$ cat config.mk
export PLATFORM = sky130hd
export DESIGN_NAME = dshot_frame_scheduler
export DESIGN_NICKNAME = d
export VERILOG_FILES = /design/src/rtl/dshot_frame_scheduler.sv
export SDC_FILE = /design/constraint.sdc
export NUM_CORES = 1
export LEC_CHECK = 0
export BUFFER_PORTS_ARGS = -buffer_cell sky130_fd_sc_hd__buf_2
export CELL_PAD_IN_SITES_DETAIL_PLACEMENT = 0
export CELL_PAD_IN_SITES_GLOBAL_PLACEMENT = 1
export CORE_UTILIZATION = 43
export DETAILED_ROUTE_END_ITERATION = 8
export PLACE_DENSITY = 0.9
export SETUP_SLACK_MARGIN = 0.4
export SYNTH_ARGS = -nofsm -noshare
export SYNTH_HDL_FRONTEND = slang
export SYNTH_SLANG_ARGS = --single-unit
$ cat constraint.sdc
create_clock -name wb_clk_i -period 4.35 [get_ports wb_clk_i]
set_clock_uncertainty 0.05 [all_clocks]
set_input_delay 0.87 -clock wb_clk_i [delete_from_list [all_inputs] [get_ports wb_clk_i]]
set_output_delay 0.87 -clock wb_clk_i [all_outputs]
set_load 0.05 [all_outputs]
$ cat src/rtl/dshot_frame_scheduler.sv
// Periodic Wishbone master that refreshes a 4-channel DSHOT controller: one STATUS poll, then MOTOR1..4 writes.
// One transfer in flight, held until ack or ACK_TIMEOUT clocks, with at least one idle cycle between transfers.
module dshot_frame_scheduler #(
    parameter logic [31:0] DSHOT_BASE     = 32'h0,
    parameter int          REFRESH_CYCLES = 72000,
    parameter int          FAILSAFE_TICKS = 100,
    parameter int          ACK_TIMEOUT    = 255
) (
    input  logic        wb_clk_i,
    input  logic        wb_rst_i,
    input  logic        enable_i,
    input  logic        throttle_valid_i,
    input  logic [10:0] throttle0_i,
    input  logic [10:0] throttle1_i,
    input  logic [10:0] throttle2_i,
    input  logic [10:0] throttle3_i,
    input  logic [3:0]  telem_req_i,
    output logic [31:0] m_wb_adr_o,
    output logic [31:0] m_wb_dat_o,
    output logic        m_wb_we_o,
    output logic [3:0]  m_wb_sel_o,
    output logic        m_wb_cyc_o,
    output logic        m_wb_stb_o,
    input  logic [31:0] m_wb_dat_i,
    input  logic        m_wb_ack_i,
    output logic        frame_done_o,
    output logic        failsafe_o,
    output logic [7:0]  skip_cnt_o,
    output logic        bus_err_o
);

    localparam int TW = (REFRESH_CYCLES > 1) ? $clog2(REFRESH_CYCLES) : 1;
    localparam int FW = $clog2(FAILSAFE_TICKS + 1);
    localparam int AW = $clog2(ACK_TIMEOUT + 1);

    typedef enum logic [2:0] {
        S_IDLE,
        S_POLL,
        S_GAP,
        S_WR,
        S_DONE
    } state_t;

    state_t        state;
    state_t        state_nxt;

    logic [TW-1:0] tick_cnt;
    logic          tick;
    logic [FW-1:0] fs_cnt;
    logic          failsafe_q;
    logic [10:0]   thr_hold [4];
    logic [3:0]    tel_hold;
    logic [15:0]   frame_q  [4];
    logic [1:0]    widx;
    logic [AW-1:0] wait_cnt;
    logic [7:0]    skip_cnt_q;
    logic          bus_err_q;

    logic          bus_busy;
    logic          ack_timeout;
    logic          status_ready;
    logic          tick_drop;
    logic          status_bad;
    logic [1:0]    skip_inc;
    logic [8:0]    skip_sum;
    logic          unused_status_hi;

    function automatic logic [15:0] build_frame(input logic [10:0] thr, input logic tel,
                                                input logic zero);
        logic [11:0] v;
        v = zero ? 12'h000 : {thr, tel};
        return {v, v[3:0] ^ v[7:4] ^ v[11:8]};
    endfunction

    assign unused_status_hi = ^m_wb_dat_i[31:4];

    assign tick         = enable_i && (tick_cnt == TW'(REFRESH_CYCLES - 1));
    assign bus_busy     = (state == S_POLL) || (state == S_WR);
    assign ack_timeout  = bus_busy && !m_wb_ack_i && (wait_cnt == AW'(ACK_TIMEOUT - 1));
    assign status_ready = (m_wb_dat_i[3:0] == 4'hF);
    assign tick_drop    = tick && (state != S_IDLE);
    assign status_bad   = (state == S_POLL) && m_wb_ack_i && !status_ready;
    assign skip_inc     = {1'b0, tick_drop} + {1'b0, status_bad};
    assign skip_sum     = {1'b0, skip_cnt_q} + {7'b0, skip_inc};

    assign failsafe_o   = failsafe_q;
    assign skip_cnt_o   = skip_cnt_q;
    assign bus_err_o    = bus_err_q;
    assign m_wb_sel_o   = 4'hF;

    // Refresh tick generator: free-runs only while enabled.
    always_ff @(posedge wb_clk_i) begin
        if (wb_rst_i || !enable_i || tick) begin
            tick_cnt <= '0;
        end else begin
            tick_cnt <= tick_cnt + 1'b1;
        end
    end

    // Throttle hold registers and failsafe watchdog.
    always_ff @(posedge wb_clk_i) begin
        if (wb_rst_i) begin
            for (int n = 0; n < 4; n++) begin
                thr_hold[n] <= '0;
            end
            tel_hold   <= '0;
            fs_cnt     <= '0;
            failsafe_q <= 1'b1;
        end else if (throttle_valid_i) begin
            thr_hold[0] <= throttle0_i;
            thr_hold[1] <= throttle1_i;
            thr_hold[2] <= throttle2_i;
            thr_hold[3] <= throttle3_i;
            tel_hold    <= telem_req_i;
            fs_cnt      <= '0;
            failsafe_q  <= 1'b0;
        end else if (tick) begin
            if (fs_cnt != FW'(FAILSAFE_TICKS)) begin
                fs_cnt <= fs_cnt + 1'b1;
            end
            if (fs_cnt >= FW'(FAILSAFE_TICKS - 1)) begin
                failsafe_q <= 1'b1;
            end
        end
    end

    // Frame snapshot, transfer sequencing and status counters.
    always_ff @(posedge wb_clk_i) begin
        if (wb_rst_i) begin
            for (int n = 0; n < 4; n++) begin
                frame_q[n] <= '0;
            end
            widx       <= '0;
            wait_cnt   <= '0;
            skip_cnt_q <= '0;
            bus_err_q  <= 1'b0;
        end else begin
            if (state == S_IDLE && tick) begin
                for (int n = 0; n < 4; n++) begin
                    frame_q[n] <= build_frame(thr_hold[n], tel_hold[n], failsafe_q);
                end
                widx <= '0;
            end else if (state == S_WR && m_wb_ack_i) begin
                widx <= widx + 1'b1;
            end

            if (bus_busy && !m_wb_ack_i) begin
                wait_cnt <= wait_cnt + 1'b1;
            end else begin
                wait_cnt <= '0;
            end

            skip_cnt_q <= skip_sum[8] ? 8'hFF : skip_sum[7:0];

            if (ack_timeout) begin
                bus_err_q <= 1'b1;
            end
        end
    end

    always_ff @(posedge wb_clk_i) begin
        if (wb_rst_i) begin
            state <= S_IDLE;
        end else begin
            state <= state_nxt;
        end
    end

    always_comb begin
        state_nxt = state;
        case (state)
            S_IDLE: begin
                if (tick) begin
                    state_nxt = S_POLL;
                end
            end
            S_POLL: begin
                if (m_wb_ack_i) begin
                    state_nxt = status_ready ? S_GAP : S_IDLE;
                end else if (ack_timeout) begin
                    state_nxt = S_IDLE;
                end
            end
            S_GAP: begin
                state_nxt = S_WR;
            end
            S_WR: begin
                if (m_wb_ack_i) begin
                    state_nxt = (widx == 2'd3) ? S_DONE : S_GAP;
                end else if (ack_timeout) begin
                    state_nxt = S_IDLE;
                end
            end
            S_DONE: begin
                state_nxt = S_IDLE;
            end
            default: begin
                state_nxt = S_IDLE;
            end
        endcase
    end

    // Bus signals decode straight from registered state, so they stay stable for the whole transfer.
    always_comb begin
        m_wb_cyc_o   = 1'b0;
        m_wb_stb_o   = 1'b0;
        m_wb_we_o    = 1'b0;
        m_wb_adr_o   = '0;
        m_wb_dat_o   = '0;
        frame_done_o = 1'b0;
        case (state)
            S_POLL: begin
                m_wb_cyc_o = 1'b1;
                m_wb_stb_o = 1'b1;
                m_wb_adr_o = DSHOT_BASE + 32'h10;
            end
            S_WR: begin
                m_wb_cyc_o = 1'b1;
                m_wb_stb_o = 1'b1;
                m_wb_we_o  = 1'b1;
                m_wb_adr_o = DSHOT_BASE + {28'h0, widx, 2'b00};
                m_wb_dat_o = {16'h0, frame_q[widx]};
            end
            S_DONE: begin
                frame_done_o = 1'b1;
            end
            default: begin
            end
        endcase
    end

endmodule

# Yosys cells after proc, flatten, opt, wreduce, memory -nomap -nowiden
# Memory sizes are Yosys's and may differ from the RTL's. A register that Yosys moved wholly into a read port is not among the register bits.
# Index checks and enable logic that the tools add are counted.
[totals] mem_count=2 mem_bits_rw=108 inputBits=85 wordCells=107 output_inout_bits=82 register_bits=51
[memory_table] memory="frame_q" words=4 width=16 rd=1 rd_clocked_by_memory_dff=1 wr=4 line_no="53" text="logic [15:0] frame_q [4];"
[memory_table] memory="thr_hold" words=4 width=11 rd=4 rd_clocked_by_memory_dff=0 wr=4 line_no="51" text="logic [10:0] thr_hold [4];"
[classes] n_eq_ne=10 n_reduce_logical=24 n_bitwise=17 muxes=38 n_addsub=6 n_lt_le_gt_ge=1
[op_table] operator="$mux W16" n=5
[op_table] operator="$mux W12" n=4
[op_table] operator="$mux W11" n=4
[op_table] operator="$xor A4 B4 Y4" n=8
[op_table] operator="$add A17 B1 Y17 const B" n=1
[op_table] operator="$eq A17 B17 Y1 const B" n=1
[op_table] operator="$mux W3" n=5
[op_table] operator="$mux W1" n=14
[op_table] operator="$pmux W3 S4" n=1
[op_table] operator="$pmux W5 S2" n=1
[op_table] operator="$add A8 B2 Y9" n=1
[op_table] operator="$add A8 B1 Y8 const B" n=1
[op_table] operator="$eq A8 B8 Y1 const B" n=1
[op_table] operator="$logic_and A1 B1 Y1" n=8
[op_table] operator="$mux W8" n=1
[op_table] operator="$or A1 B1 Y1" n=8
[op_table] operator="$reduce_or A2 Y1" n=4
[op_table] operator="$add A7 B1 Y7 const B" n=1
[op_table] operator="$ge A7 B7 Y1 const B" n=1
[op_table] operator="$ne A7 B7 Y1 const B" n=1
[op_table] operator="$eq A3 B2 Y1 const B" n=2
[op_table] operator="$mux W2" n=3
[op_table] operator="$eq A4 B4 Y1 const B" n=1
[op_table] operator="$reduce_and A2 Y1" n=2
[op_table] operator="other kinds (12)" n=17

# Logic depth before layout (Yosys ltp)
[depth] word_depth=7 mapped_depth=11 depth_no_buf=8

# Least setup slack after synthesis
# OpenSTA, ideal clock, no wires.
[synth_path] path_kind="input to register" startpoint="input port enable_i" endpoint="memory frame_q[0][0], enable pin" setup_ps=421 arrival_time_ps=2964 path_stages=4 n_path_buf=0 path_slack_ps=915 t_required_ps=3879 path_cell_list="and4bb_1 > nand4_2 > nor2_1 > a21o_1"
[synth_rtl] element="start: declaration" line_no="11" text="input logic enable_i,"
[synth_rtl] element="end: declaration" line_no="53"

# Final worst setup path
[layout_path] startpoint="register state[0]" endpoint="output port m_wb_dat_o[3]"
[layout_via] elab_chain_len=2
[layout_lines] element="start: declaration" line_no="44" text="state_t state;"
[layout_lines] element="start signal: assignment" line_no="165" text="state <= state_nxt;"
[layout_lines] element="$eq A3 B2 Y1" line_no="211" text="case (state)"
[layout_lines] element="$mux W16" line_no="211"
[layout_lines] element="end: declaration" line_no="19" text="output logic [31:0] m_wb_dat_o,"
# No other way between the ends.

==> impl_metrics.ini <==
[timing]
slew_viol_final = 0
rsz0062_at_grt = no
fmax_mhz = 321.5
setup_viol = 0
fin_tns_setup_ps = 0
min_period_ps = 3111
hold_violations = 0
max_slew_margin_pct = 26.29
period_share_pct = 71.51
tightest_slew_ps = 1106

[min_path]
whs_endpoint = bus_err_o
hold_class = flop to flop
min-delay-start = bus_err_o
holdPathStages = 2

[global_routing]
grt_pass1_wl_um = 20370
grt-ovfl-total = 0
grt_max_degree = 49
antenna_found_initial = 0
grt_pass1_vias = 4093
globalRouteTotalUtil_pct = 14.71

[logic_synthesis]
async_reset_ff_share_pct = 0
syn_inst = 625
ys.warnings.count = 0
netlist_area_sq_um = 7562
synth_edf_count = 108
synthTopCellsByArea = edfxtp_1, dfxtp_1, and2_1
syn_avg_cell_area_sq_um = 12.10
ys_types = 50
synthFlopType = edfxtp_1
synth_top_area_share_pct = 42.89
ys_ff_latch = 161
synth_top_area_cell = edfxtp_1
yosysSeqAreaShare_pct = 56.92

[power_and_ir_drop]
leakage_uw = 0.003406
ir_drop_mv = 0.2792
power_density_nw_per_um2 = 413.2

[floorplanning]
die_h_um = 134.6
die_w_um = 134.6
core_sq_um = 17240
start_util_pct = 43.87
design.die.area_sq_um = 18120
rows = 48
ios = 167

[clock_tree]
insertion_delay_ps = 420
clockBufferDepth = 2
cts.sinks = 161
h-tree-depth = 4
cts_tree = done
cts_root_buf = clkbuf_16
cts_buffers = 17
ctsResizeCount = 0
postCtsSetupBuffers = 0
cts_hold_buf = 0
clk_pin_slew_ps = 60

[outcome]
status = complete, no violations

[layout]
final_area_sq_um = 8640
drive_gt1_share_pct = 21.28
area_growth_pct = 14.25
nets = 799

[critical_path]
r2r_end = skip_cnt_o[0]
crit_arrival_ps = 2190
reg2regPathDepth = 8
crit_path_end_kind = output port
path_max_fanout = 22
critPathBufInv = 1
cp_top_family = simple AND/OR/NAND/NOR gates
critPathKind = flop to output port
cpMaxStageDelayCell = and3b_1
cp_slowest_stage_delay_ps = 700
start_kind = flop
r2r_setup_slack_ps = 1400
worst-endpoint-required_ps = 3430
cp_cell_sequence = and3b_1, and2_1, buf_2
r2r-start = tick_cnt[7]

[placement]
gp_congestion = 0.7710
port_buffers = 89
place_area_sq_um = 7998
place_hpwl_um = 8622

[detailed_routing]
vias_per_cell = 4.706
drc = 0
num_vias = 4447
drt-initial-drc-count = 282
drt-total-wl_um = 12800
wl_per_cell_um = 13.55
drtPass1Iterations = 6
ant_nets = 0

[job]
cap_violations = 0
cells by family after synthesis:
family,count (synthesis),share of synthesized area (%)
and+or+nand+nor,253,19.29
DFF,161,56.92
buffers and inverters,88,7.280
xor gates and xnor gates,56,6.486
AOI/OAI and AO/OA,37,3.243
muxes,21,5.427
adders and majority gates,7,1.257
other,2,0.09931
flip-flops by register name (all words and copies together), names as in the netlist, 2 cells and up, named ones only:
name,count
frame_q,64
thr_hold,44
tick_cnt,17
skip_cnt_o,8
wait_cnt,8
fs_cnt,7
tel_hold,4
state,3
widx,2
report_power, final:
| part | total, uW | internal [uW] | switching, uW |
|---|---|---|---|
| logic | 238 | 71.5 | 167 |
| clock network | 1610 | 1020 | 589 |
| registers | 1720 | 1690 | 30.3 |
per-stage QoR:
stage                     std cells  total power [uW]  setup WS, ps  utilization [%]  hold WS [ps]
after global routing            944              3686          1119            50.11         474.0
after floorplan                 672              1973         915.3                -         403.2
after detailed placement        913              1996         892.0            46.40         404.9
after global placement          913              1992         925.8            46.40         396.0
after CTS                       944              3600          1169            50.11         418.4
final                           945              3570          1239            50.12         414.1
cells in the mapped netlist (2+ instances only):
| library cell | number |
|---|---|
| and2_1 | 113 |
| edfxtp_1 | 108 |
| nor2_1 | 55 |
| buf_4 | 53 |
| dfxtp_1 | 53 |
| xnor2_1 | 30 |
| xor2_1 | 26 |
| clkbuf_1 | 18 |
| a21oi_1 | 17 |
| mux4_2 | 16 |
| nand4_1 | 13 |
| nand2_1 | 11 |
| nand3_1 | 11 |
| inv_1 | 9 |
| and3_1 | 7 |
| nor4_1 | 7 |
| ha_1 | 6 |
| nor3_1 | 6 |
| or4_1 | 6 |
| buf_2 | 5 |
| mux2i_1 | 5 |
| o31ai_1 | 5 |
| or2_2 | 4 |
| a211oi_1 | 3 |
| and4_1 | 3 |
| o21ai_0 | 3 |
| o311a_1 | 3 |
| buf_6 | 2 |
| conb_1 | 2 |
| nand2b_1 | 2 |
| nor2b_1 | 2 |
| nor3b_1 | 2 |
| or3_1 | 2 |
cells in the final DEF, fill, tap and decap left out, types with 3 or more instances in the layout:
master     Yosys  routed
clkinv_4       0       3
mux2i_1        5       5
o31ai_1        5       5
o311a_1        3       3
nor4_1         7       7
or4_1          6       6
mux4_2        16      16
buf_4         53       6
nor3_1         6       6
a211oi_1       3       3
dfxtp_1       53      53
edfxtp_1     108     108
a21oi_1       17      17
ha_1           6       6
conb_1         2      49
nand4_1       13      13
and3_1         7       7
or2_2          4       4
xor2_1        26      26
nand2_1       11      11
nand3_1       11      11
and4_1         3       3
buf_2          5      89
bufinv_16      0       5
clkbuf_16      0      17
xnor2_1       30      30
nor2_1        55      55
and2_1       113     113
o21ai_0        3       3
inv_1          9       9
worst min-delay path, stage by stage (launching register included):
cell	delay [ps]
dfxtp_1	320
a21oi_1	40
nor2_1	70
worst max-delay path by stage:
stage | slack [ps] | cells past startpoint | end | from
finish | 1240 | 3 | m_wb_dat_o[3] | state[0]
CTS | 1170 | 3 | m_wb_dat_o[15] | state[0]
detailed placement | 890 | 6 | frame_q[2][9] | enable_i
global placement | 930 | 6 | frame_q[2][9] | enable_i
floorplan | 920 | 4 | frame_q[0][0] | enable_i
global route | 1120 | 3 | m_wb_dat_o[3] | state[0]
final cells by class:
type,instances,area [sq um]
diodes,1,2.502
clock buffers,19,432.9
clock inverters,12,206.4
fillers,1506,8597
inverters,9,33.78
multi-input cells,423,2888
flip-flops and latches,161,4304
well taps,225,281.5
repair buffers,95,490.5
routing by layer:
layer / track usage [%] / vias up / wire length, um
met5: 0 / - / 0
met4: 6.180 / 0 / 170
met3: 3.266 / 11 / 424
met2: 24.84 / 89 / 6453
met1: 18.25 / 2095 / 5755
li1: - / 2252 / -
No activity file was read; power rests on OpenSTA's default activity.
